### src/rtl/hazard_if.sv
// Hazard unit bundle: pipeline control bits and register numbers in,
// stall, flush and forwarding selects out.
interface hazard_if;
    logic [4:0] rsD, rtD, rsE, rtE;
    logic [4:0] writeregE, writeregM, writeregW;
    logic       regwriteE, regwriteM, regwriteW;
    logic       memtoregE, memtoregM;
    logic       branchD, bneD, jrD;
    logic [1:0] mfhlD;
    logic       mdD, mdstartE, mddivE;
    logic       stallF, stallD, flushE;
    logic       forwardaD, forwardbD;
    logic [1:0] forwardaE, forwardbE;
    logic       mdbusy, mddone;

    modport master (
        output rsD, rtD, rsE, rtE,
        output writeregE, writeregM, writeregW,
        output regwriteE, regwriteM, regwriteW,
        output memtoregE, memtoregM,
        output branchD, bneD, jrD,
        output mfhlD, mdD, mdstartE, mddivE,
        input  stallF, stallD, flushE,
        input  forwardaD, forwardbD,
        input  forwardaE, forwardbE,
        input  mdbusy, mddone
    );

    modport slave (
        input  rsD, rtD, rsE, rtE,
        input  writeregE, writeregM, writeregW,
        input  regwriteE, regwriteM, regwriteW,
        input  memtoregE, memtoregM,
        input  branchD, bneD, jrD,
        input  mfhlD, mdD, mdstartE, mddivE,
        output stallF, stallD, flushE,
        output forwardaD, forwardbD,
        output forwardaE, forwardbE,
        output mdbusy, mddone
    );
endinterface

### src/rtl/hazard_unit.sv
// Hazard detection, operand forwarding and HI/LO busy interlock
// for the 5-stage MIPS pipeline.
module hazard_unit #(
    parameter int MULT_CYCLES = 4,
    parameter int DIV_CYCLES  = 32
) (
    input  logic     clk,
    input  logic     reset,
    hazard_if.slave  hif
);
    localparam int CW = $clog2(DIV_CYCLES + 1);

    logic [CW-1:0] count_q, count_d;
    logic          busy;
    logic          lwstall, branchstall, mdstall;
    logic          bhitE, bhitM, rt_used;

    // $0 is hardwired zero, so it never matches a producer
    function automatic logic hit(input logic [4:0] src,
                                 input logic [4:0] dst,
                                 input logic       we);
        return we && (src != 5'd0) && (src == dst);
    endfunction

    assign hif.forwardaE =
        hit(hif.rsE, hif.writeregM, hif.regwriteM) ? 2'b10 :
        hit(hif.rsE, hif.writeregW, hif.regwriteW) ? 2'b01 :
                                                     2'b00;
    assign hif.forwardbE =
        hit(hif.rtE, hif.writeregM, hif.regwriteM) ? 2'b10 :
        hit(hif.rtE, hif.writeregW, hif.regwriteW) ? 2'b01 :
                                                     2'b00;

    assign hif.forwardaD = hit(hif.rsD, hif.writeregM, hif.regwriteM);
    assign hif.forwardbD = hit(hif.rtD, hif.writeregM, hif.regwriteM);

    assign lwstall = hif.memtoregE && (hif.rtE != 5'd0) &&
                     ((hif.rtE == hif.rsD) || (hif.rtE == hif.rtD));

    // jr reads only rs; rt matters for the compare branches
    assign rt_used = hif.branchD || hif.bneD;

    assign bhitE =
        hit(hif.rsD, hif.writeregE, hif.regwriteE) ||
        (rt_used && hit(hif.rtD, hif.writeregE, hif.regwriteE));
    assign bhitM =
        hit(hif.rsD, hif.writeregM, hif.memtoregM) ||
        (rt_used && hit(hif.rtD, hif.writeregM, hif.memtoregM));

    assign branchstall = (hif.branchD || hif.bneD || hif.jrD) &&
                         (bhitE || bhitM);

    assign busy = (count_q != '0);

    assign mdstall = ((hif.mfhlD != 2'b00) || hif.mdD) &&
                     (busy || hif.mdstartE);

    assign hif.stallF = lwstall || branchstall || mdstall;
    assign hif.stallD = hif.stallF;
    assign hif.flushE = hif.stallF;

    assign hif.mdbusy = busy;
    assign hif.mddone = (count_q == CW'(1));

    // A start while busy is dropped; the running operation keeps counting
    always_comb begin
        count_d = count_q;
        if (hif.mdstartE && !busy)
            count_d = hif.mddivE ? CW'(DIV_CYCLES) : CW'(MULT_CYCLES);
        else if (busy)
            count_d = count_q - CW'(1);
    end

    always_ff @(posedge clk or posedge reset) begin
        if (reset) count_q <= '0;
        else       count_q <= count_d;
    end
endmodule

### src/flat_wrapper.sv
// flat-port wrapper written by rule: the top's interface ports become plain ports
module hazard_unit_flat 
#(
    parameter int MULT_CYCLES = 4,
    parameter int DIV_CYCLES  = 32
)
  (clk, reset, hif_rsD, hif_rtD, hif_rsE, hif_rtE, hif_writeregE, hif_writeregM, hif_writeregW, hif_regwriteE, hif_regwriteM, hif_regwriteW, hif_memtoregE, hif_memtoregM, hif_branchD, hif_bneD, hif_jrD, hif_mfhlD, hif_mdD, hif_mdstartE, hif_mddivE, hif_stallF, hif_stallD, hif_flushE, hif_forwardaD, hif_forwardbD, hif_forwardaE, hif_forwardbE, hif_mdbusy, hif_mddone);
  hazard_if hif_i ();
  input  logic clk;
  input  logic reset;
  input wire logic [$bits(hif_i.rsD)-1:0] hif_rsD;
  input wire logic [$bits(hif_i.rtD)-1:0] hif_rtD;
  input wire logic [$bits(hif_i.rsE)-1:0] hif_rsE;
  input wire logic [$bits(hif_i.rtE)-1:0] hif_rtE;
  input wire logic [$bits(hif_i.writeregE)-1:0] hif_writeregE;
  input wire logic [$bits(hif_i.writeregM)-1:0] hif_writeregM;
  input wire logic [$bits(hif_i.writeregW)-1:0] hif_writeregW;
  input wire logic [$bits(hif_i.regwriteE)-1:0] hif_regwriteE;
  input wire logic [$bits(hif_i.regwriteM)-1:0] hif_regwriteM;
  input wire logic [$bits(hif_i.regwriteW)-1:0] hif_regwriteW;
  input wire logic [$bits(hif_i.memtoregE)-1:0] hif_memtoregE;
  input wire logic [$bits(hif_i.memtoregM)-1:0] hif_memtoregM;
  input wire logic [$bits(hif_i.branchD)-1:0] hif_branchD;
  input wire logic [$bits(hif_i.bneD)-1:0] hif_bneD;
  input wire logic [$bits(hif_i.jrD)-1:0] hif_jrD;
  input wire logic [$bits(hif_i.mfhlD)-1:0] hif_mfhlD;
  input wire logic [$bits(hif_i.mdD)-1:0] hif_mdD;
  input wire logic [$bits(hif_i.mdstartE)-1:0] hif_mdstartE;
  input wire logic [$bits(hif_i.mddivE)-1:0] hif_mddivE;
  output wire logic [$bits(hif_i.stallF)-1:0] hif_stallF;
  output wire logic [$bits(hif_i.stallD)-1:0] hif_stallD;
  output wire logic [$bits(hif_i.flushE)-1:0] hif_flushE;
  output wire logic [$bits(hif_i.forwardaD)-1:0] hif_forwardaD;
  output wire logic [$bits(hif_i.forwardbD)-1:0] hif_forwardbD;
  output wire logic [$bits(hif_i.forwardaE)-1:0] hif_forwardaE;
  output wire logic [$bits(hif_i.forwardbE)-1:0] hif_forwardbE;
  output wire logic [$bits(hif_i.mdbusy)-1:0] hif_mdbusy;
  output wire logic [$bits(hif_i.mddone)-1:0] hif_mddone;
  assign hif_i.rsD = hif_rsD;
  assign hif_i.rtD = hif_rtD;
  assign hif_i.rsE = hif_rsE;
  assign hif_i.rtE = hif_rtE;
  assign hif_i.writeregE = hif_writeregE;
  assign hif_i.writeregM = hif_writeregM;
  assign hif_i.writeregW = hif_writeregW;
  assign hif_i.regwriteE = hif_regwriteE;
  assign hif_i.regwriteM = hif_regwriteM;
  assign hif_i.regwriteW = hif_regwriteW;
  assign hif_i.memtoregE = hif_memtoregE;
  assign hif_i.memtoregM = hif_memtoregM;
  assign hif_i.branchD = hif_branchD;
  assign hif_i.bneD = hif_bneD;
  assign hif_i.jrD = hif_jrD;
  assign hif_i.mfhlD = hif_mfhlD;
  assign hif_i.mdD = hif_mdD;
  assign hif_i.mdstartE = hif_mdstartE;
  assign hif_i.mddivE = hif_mddivE;
  assign hif_stallF = hif_i.stallF;
  assign hif_stallD = hif_i.stallD;
  assign hif_flushE = hif_i.flushE;
  assign hif_forwardaD = hif_i.forwardaD;
  assign hif_forwardbD = hif_i.forwardbD;
  assign hif_forwardaE = hif_i.forwardaE;
  assign hif_forwardbE = hif_i.forwardbE;
  assign hif_mdbusy = hif_i.mdbusy;
  assign hif_mddone = hif_i.mddone;
  hazard_unit #(.MULT_CYCLES(MULT_CYCLES), .DIV_CYCLES(DIV_CYCLES)) u_core (.clk(clk), .reset(reset), .hif(hif_i));
endmodule
### config.mk
export PLATFORM = sky130hd
export DESIGN_NAME = hazard_unit_flat
export DESIGN_NICKNAME = d
export VERILOG_FILES = /design/src/rtl/hazard_if.sv /design/src/rtl/hazard_unit.sv /design/src/flat_wrapper.sv
export SDC_FILE = /design/constraint.sdc
export NUM_CORES = 1
export LEC_CHECK = 0
export CAP_MARGIN = 20
export CORE_UTILIZATION = 40
export CTS_BUF_LIST = sky130_fd_sc_hd__clkbuf_8
export CTS_CLUSTER_SIZE = 20
export DETAILED_ROUTE_END_ITERATION = 8
export PLACE_DENSITY = 0.85
export SLEW_MARGIN = 20
export SYNTH_ARGS = -nofsm -noshare
export SYNTH_HDL_FRONTEND = slang
export SYNTH_SLANG_ARGS = --single-unit
### constraint.sdc
create_clock -name clk -period 3.9 [get_ports clk]
set_clock_uncertainty 0.15 [all_clocks]
set_input_delay 0.78 -clock clk [delete_from_list [all_inputs] [get_ports clk]]
set_output_delay 0.78 -clock clk [all_outputs]
set_load 0.01 [all_outputs]
==> results of run 1 <==
cells by family after synthesis:
group | synth area share
XOR/XNOR | 0.431
adder cells (fa/ha/maj) | 0.0242
AND/OR/NAND/NOR | 0.243
flip-flops | 0.145
AO/OA/AOI/OAI | 0.0990
buffers and inverters | 0.0580
per-layer routing:
| layer | vias up | global-route usage | wire length [microns] |
|---|---|---|---|
| li1 | 626 | - | - |
| met1 | 569 | 0.279 | 1380 |
| met2 | 62 | 0.426 | 1510 |
| met3 | 10 | 0.0144 | 181 |
| met4 | 0 | 0.0614 | 53 |
| met5 | - | 0 | 0 |
power breakdown:
| group | internal [mW] | switching, mW |
|---|---|---|
| combinational | 0.150 | 0.120 |
| sequential | 0.0953 | 0.0382 |
| clock | 0.0663 | 0.0270 |
final timing paths:
path | cells after the start | endpoint | slack (ns)
max in group asynchronous | 2 | u_core.count_q[2] | 2.77
hold / removal | 2 | u_core.count_q[4] | 0.38
setup reg to reg | 4 | u_core.count_q[2] | 1.99
hold reg to reg | 2 | u_core.count_q[4] | 0.38
min in group asynchronous | 2 | u_core.count_q[3] | 0.63
setup / recovery | 8 | hif_stallF | 0.14
stage by stage:
| step | TNS [ns] | util | setup WS [ns] |
|---|---|---|---|
| 3_5_place_dp | -0.145 | 0.731 | -0.0528 |
| 3_3_place_gp | 0 | 0.731 | 0.00441 |
| 4_1_cts | 0 | 0.747 | 0.132 |
| 2_1_floorplan | 0 | - | 0.771 |
| 6_report | 0 | 0.747 | 0.143 |
| 5_1_grt | 0 | 0.747 | 0.0468 |
layout make-up:
class	instances	area (sq um)	share of cell area
well taps	30	37.5	0.0205
inverters	4	15.0	0.00819
clock buffers	3	41.3	0.0225
multi-input cells	116	828	0.452
flip-flops and latches	6	150	0.0819
repair buffers	82	762	0.415
cells in the final DEF, fill, tap and decap left out, drive strengths merged, types with 5 or more instances in the layout:
cell type,netlist,routed
xor2,18,18
buf,3,22
nor4,9,9
nor2,7,7
clkdlybuf4s50,0,57
nand3,5,5
xnor2,33,33
a21oi,5,5
nand2,8,8
dfrtp,6,6
nor3,5,5
worst max-delay path, stage by stage:
cell and delay (ns):
clkdlybuf4s50_1 0.42, or4_1 0.57, nor2_2 0.13, nor4_1 0.07, a31oi_1 0.15, o22ai_1 0.11
a221o_1 0.30, dlygate4sd2_1 0.30
what timing repair did:
action	4_1_cts	5_1_grt
gates resized for setup	4	0
setup endpoints to repair	3	0
endpoints found under the hold margin	0	0
==> qor.csv, run 1 <==
stage,metric,value,unit
run_status,status,"complete, no violations",
sta,rsz0062_at_grt,no,
clocking,clock_path_buffers,2,
clocking,post_cts_buffers,0,
floorplan,ioPinCount,61,
final_layout,drive_above_1_share,0.128,
setup_path,required,2.97,ns
run,cap_violations,0,
final_layout,instances_no_fill,241,
sta,fin_crit,3.76,ns
global_route,grt_max_degree,8,
sta,hold_slack,0.383,ns
placed_design,dp_hpwl,2720,microns
final_layout,largest_register_ffs,6,
final_layout,top_regs,u_core.count_q: 6 flops,
final_layout,final_nets,265,
clocking,cts_tree,yes,
synthesis,ys_seq_elements,6,
placed_design,place_congestion,0.883,
floorplan,dieArea,2800,sq um
synthesis,synth_nets,187,
synthesis,yosysSeqAreaShare,0.145,
clocking,clock_latency,0.22,ns
synthesis,synth_top_area_frac,0.279,
power_and_ir_drop,p_leak,0.703,nW
final_layout,fillers,178,
sta,timing.fmax,266,MHz
power_and_ir_drop,irDropWorstVdd,0.357,mV
floorplan,die_w,52.9,microns
final_layout,top_register,u_core.count_q,
detailed_routing,wl,3130,microns
synthesis,synth.largest_area_cell,xnor2_1,
detailed_routing,vias_per_cell,5.26,
clocking,cts_max_level,1,
synthesis,synth_area_leaders,"xnor2_1 28%, xor2_1 15%, dfrtp_1 14%",
sta,maxSlewViolCount,0,
synthesis,synth_warnings,0,
floorplan,dieHeight,52.9,microns
sta,min_period_over_period,0.963,
power_and_ir_drop,powerDensity,271,nW/um^2
synthesis,synth_area,1040,sq um
clocking,numClockSinks,6,
global_route,grt_pass1_wl,4860,microns
placed_design,dp.cells,238,
synthesis,synth.distinct_cells,27,
synthesis,synthArstFlopShare,1.00,
synthesis,synth_edf_count,0,
synthesis,synth_most_common_cell,xnor2_1,
clocking,holdBufCountCts,0,
final_layout,syn_to_final_growth,77.1,%
synthesis,synthFlopType,dfrtp_1,
setup_path,r2r-start,u_core.count_q[2],
hold_path,worstHoldStart,u_core.count_q[4],
power_and_ir_drop,power,0.497,mW
clocking,clk_pin_slew_worst_paths,0.04,ns
sta,tightest_slew,0.673,ns
synthesis,synth_common_cells,"33 x xnor2_1, 18 x xor2_1, 9 x nor4_1, 8 x nand2_1",
global_route,antenna_found_initial,0,
global_route,first_global_vias,1177,
setup_path,critPathMaxFanout,3,
detailed_routing,wl_per_cell,13.0,microns
setup_path,critPathCaptureType,output port,
detailed_routing,vias,1267,
placed_design,numPortBuffers,60,
floorplan,core-area,2450,sq um
placed_design,placed_area,1790,sq um
setup_path,critPathLaunch,hif_rtD[0],
clocking,cts_buffers,3,
sta,finalSetupViolations,0,
final_layout,postLayoutCellArea,1830,sq um
final_layout,antenna_cells,0,
global_route,grt_usage,0.229,
setup_path,crit_type,input port to output port,
detailed_routing,drtIter0Drc,24,
floorplan,initial_core_util,0.422,
sta,hold_viol_final,0,
synthesis,synthCells,135,
global_route,grt.overflow.total,0,
detailed_routing,ant_nets,0,
hold_path,hp-class,flip-flop to flip-flop,
floorplan,core.rowCount,18,
setup_path,cp-start-kind,input port,
sta,relSlewSlack,0.547,
clocking,clockRootBuffer,clkbuf_8,
setup_path,cp_data_arrival_time,2.83,ns
synthesis,syn_avg_cell_area,7.67,sq um
detailed_routing,drc_errors,0,
detailed_routing,drt-pass1-iter-count,6,
(Power assumes the default switching activity.)
==> run 2: changes to the inputs <==
CORE_UTILIZATION = 35   (was 40)
PLACE_DENSITY = 0.78   (was 0.85)
clock period = 3.2 ns   (was 3.9 ns; I/O delays follow)
==> run 2 against run 1 <==
Net effect: first-iteration DRC count grew to 3.1 times the previous value; power up 24%; design area rose by 6.1%; sequential power increased by 22%; cell count is 5.4% higher; wire length grew 15%; register-to-register slack got worse by 0.60 ns; die area rose by 14%.
==> qor.csv, run 2 (synthesis results as in run 1) <==
stage,metric,value,unit
setup_path,crit_cells,7,
hold_path,hold_path_end,u_core.count_q[4],
detailed_routing,vias,1335,
sta,tightest_slew,0.567,ns
detailed_routing,vias_per_cell,5.26,
clocking,holdBufCountCts,0,
final_layout,top_register,u_core.count_q,
sta,fin_crit,3.14,ns
final_layout,antenna_cells,0,
clocking,clock_latency,0.23,ns
floorplan,core-area,2780,sq um
setup_path,required,2.41,ns
global_route,grt.overflow.total,0,
detailed_routing,drc_errors,0,
clocking,numClockSinks,6,
final_layout,drive_above_1_share,0.247,
run_status,status,"complete, no violations",
detailed_routing,wl,3610,microns
clocking,clock_path_buffers,2,
placed_design,dp.cells,250,
final_layout,largest_register_ffs,6,
sta,hold_viol_final,0,
final_layout,register_area,150,sq um
final_layout,syn_to_final_growth,87.8,%
setup_path,crit_slowest_cell,or4_1,
setup_path,cpPeakStageDelay,0.54,ns
global_route,grt_max_degree,8,
sta,relSlewSlack,0.618,
final_layout,fillers,224,
global_route,use_met3,0.0230,
clocking,clockRootBuffer,clkbuf_8,
placed_design,place_congestion,0.909,
global_route,grt_pass1_wl,6230,microns
sta,finalSetupViolations,0,
placed_design,dp_hpwl,3210,microns
final_layout,top_regs,u_core.count_q: 6 flops,
setup_path,reg2reg_slack,1.39,ns
setup_path,path_delay_family,simple AND/OR/NAND/NOR gates,
floorplan,core.rowCount,19,
clocking,cts_buffers,3,
power_and_ir_drop,p_leak,0.818,nW
floorplan,dieArea,3180,sq um
hold_path,hp-class,flip-flop to flip-flop,
clocking,cts_max_level,1,
sta,rsz0062_at_grt,no,
final_layout,final_cell_mix,"38 x clkdlybuf4s50_1, 34 x buf_4, 33 x xnor2_1, 18 x xor2_1, 14 x dlygate4sd2_1",
final_layout,final_nets,277,
global_route,grt_usage,0.250,
setup_path,crit_type,input port to output port,
sta,timing.fmax,319,MHz
sta,min_period_over_period,0.981,
setup_path,r2r-end,u_core.count_q[2],
clocking,cts_tree,yes,
power_and_ir_drop,power,0.618,mW
floorplan,die_w,56.4,microns
setup_path,r2r-start,u_core.count_q[2],
placed_design,placed_area,1880,sq um
global_route,first_global_vias,1465,
global_route,globalRouteMet1Util,0.290,
final_layout,layout_commonest_cell,clkdlybuf4s50_1,
global_route,grt-busiest-layer,met2,
placed_design,numPortBuffers,60,
setup_path,cp_data_arrival_time,2.35,ns
floorplan,initial_core_util,0.372,
final_layout,instances_no_fill,254,
sta,maxSlewViolCount,0,
final_layout,multiInputGateArea,890,sq um
setup_path,worstPathCellList,clkdlybuf4s50_1 -> or4_1 -> nor2_2 -> nor4_2 -> buf_4 -> nor4_1 -> buf_2,
run,cap_violations,0,
setup_path,critPathCaptureType,output port,
final_layout,postLayoutCellArea,1950,sq um
setup_path,path_buf_inv,3,
detailed_routing,drtIter0Drc,74,
floorplan,ioPinCount,61,
detailed_routing,wl_per_cell,14.2,microns
detailed_routing,ant_nets,0,
clocking,clk_pin_slew_worst_paths,0.04,ns
global_route,antenna_found_initial,0,
setup_path,cp-start-kind,input port,
power_and_ir_drop,irDropWorstVdd,0.372,mV
detailed_routing,drt-pass1-iter-count,4,
setup_path,reg2reg_depth,4,
floorplan,dieHeight,56.4,microns
setup_path,critPathMaxFanout,2,
power_and_ir_drop,powerDensity,317,nW/um^2
global_route,use_met2,0.456,
hold_path,hold-path-cell-count,2,
hold_path,worstHoldStart,u_core.count_q[4],
## run 2: area by class of cell
class,count,share of cell area
Inverter,4,0.00772
Tap cell,31,0.0199
Multi-Input combinational cell,116,0.457
Clock buffer,3,0.0212
Timing Repair Buffer,94,0.417
Sequential cell,6,0.0772
## run 2: power breakdown
part           total, mW  internal (mW)  switching, mW
Clock              0.117         0.0810         0.0358
Sequential         0.163          0.116         0.0463
Combinational      0.338          0.184          0.154
Total              0.618          0.381          0.236
## run 2: layer usage
| layer | routed length (microns) | vias up |
|---|---|---|
| li1 | - | 648 |
| met1 | 1400 | 616 |
| met2 | 1890 | 60 |
| met3 | 210 | 11 |
| met4 | 104 | 0 |
| met5 | 0 | - |
## run 2: worst max-delay path by stage
| stage | startpoint | endpoint |
|---|---|---|
| after global placement | hif_rsD[0] | hif_flushE |
| after global routing | hif_rsE[1] | hif_forwardaE[0] |
| after CTS | hif_rsE[1] | hif_forwardaE[0] |
| after floorplan | hif_rsD[0] | hif_stallD |
| after detailed placement | hif_rsD[0] | hif_stallF |
| final | hif_rsE[1] | hif_forwardaE[0] |
## run 2: stage by stage
stage               worst slack [ns]  setup TNS, ns  hold WS [ns]   util
floorplan                      0.351              0         0.281      -
global placement              -0.423          -2.43         0.355  0.675
detailed placement            -0.498          -2.63         0.387  0.675
CTS                          -0.0305        -0.0305         0.396  0.693
global route                 0.00159              0         0.424  0.700
finish                        0.0618              0         0.393  0.700
## run 2: worst min-delay path: cells and delay by family (launching register included)
| family | cells | cell delay, ns |
|---|---|---|
| compound gates | 1 | 0.07 |
| flops | 1 | 0.38 |
| simple gates | 1 | 0.06 |
## run 2: what timing repair did
item,4_1_cts,5_1_grt
pin swaps,11,7
gates resized for setup,47,9
setup buffers,1,0
endpoints found under the setup margin,9,5
endpoints found under the hold margin,0,0
==> run 3: changes to the inputs <==
SLEW_MARGIN = 25   (was 20)
==> results of run 3 <==
No change in the layout: final DEF, timing and power equal those of run 2.
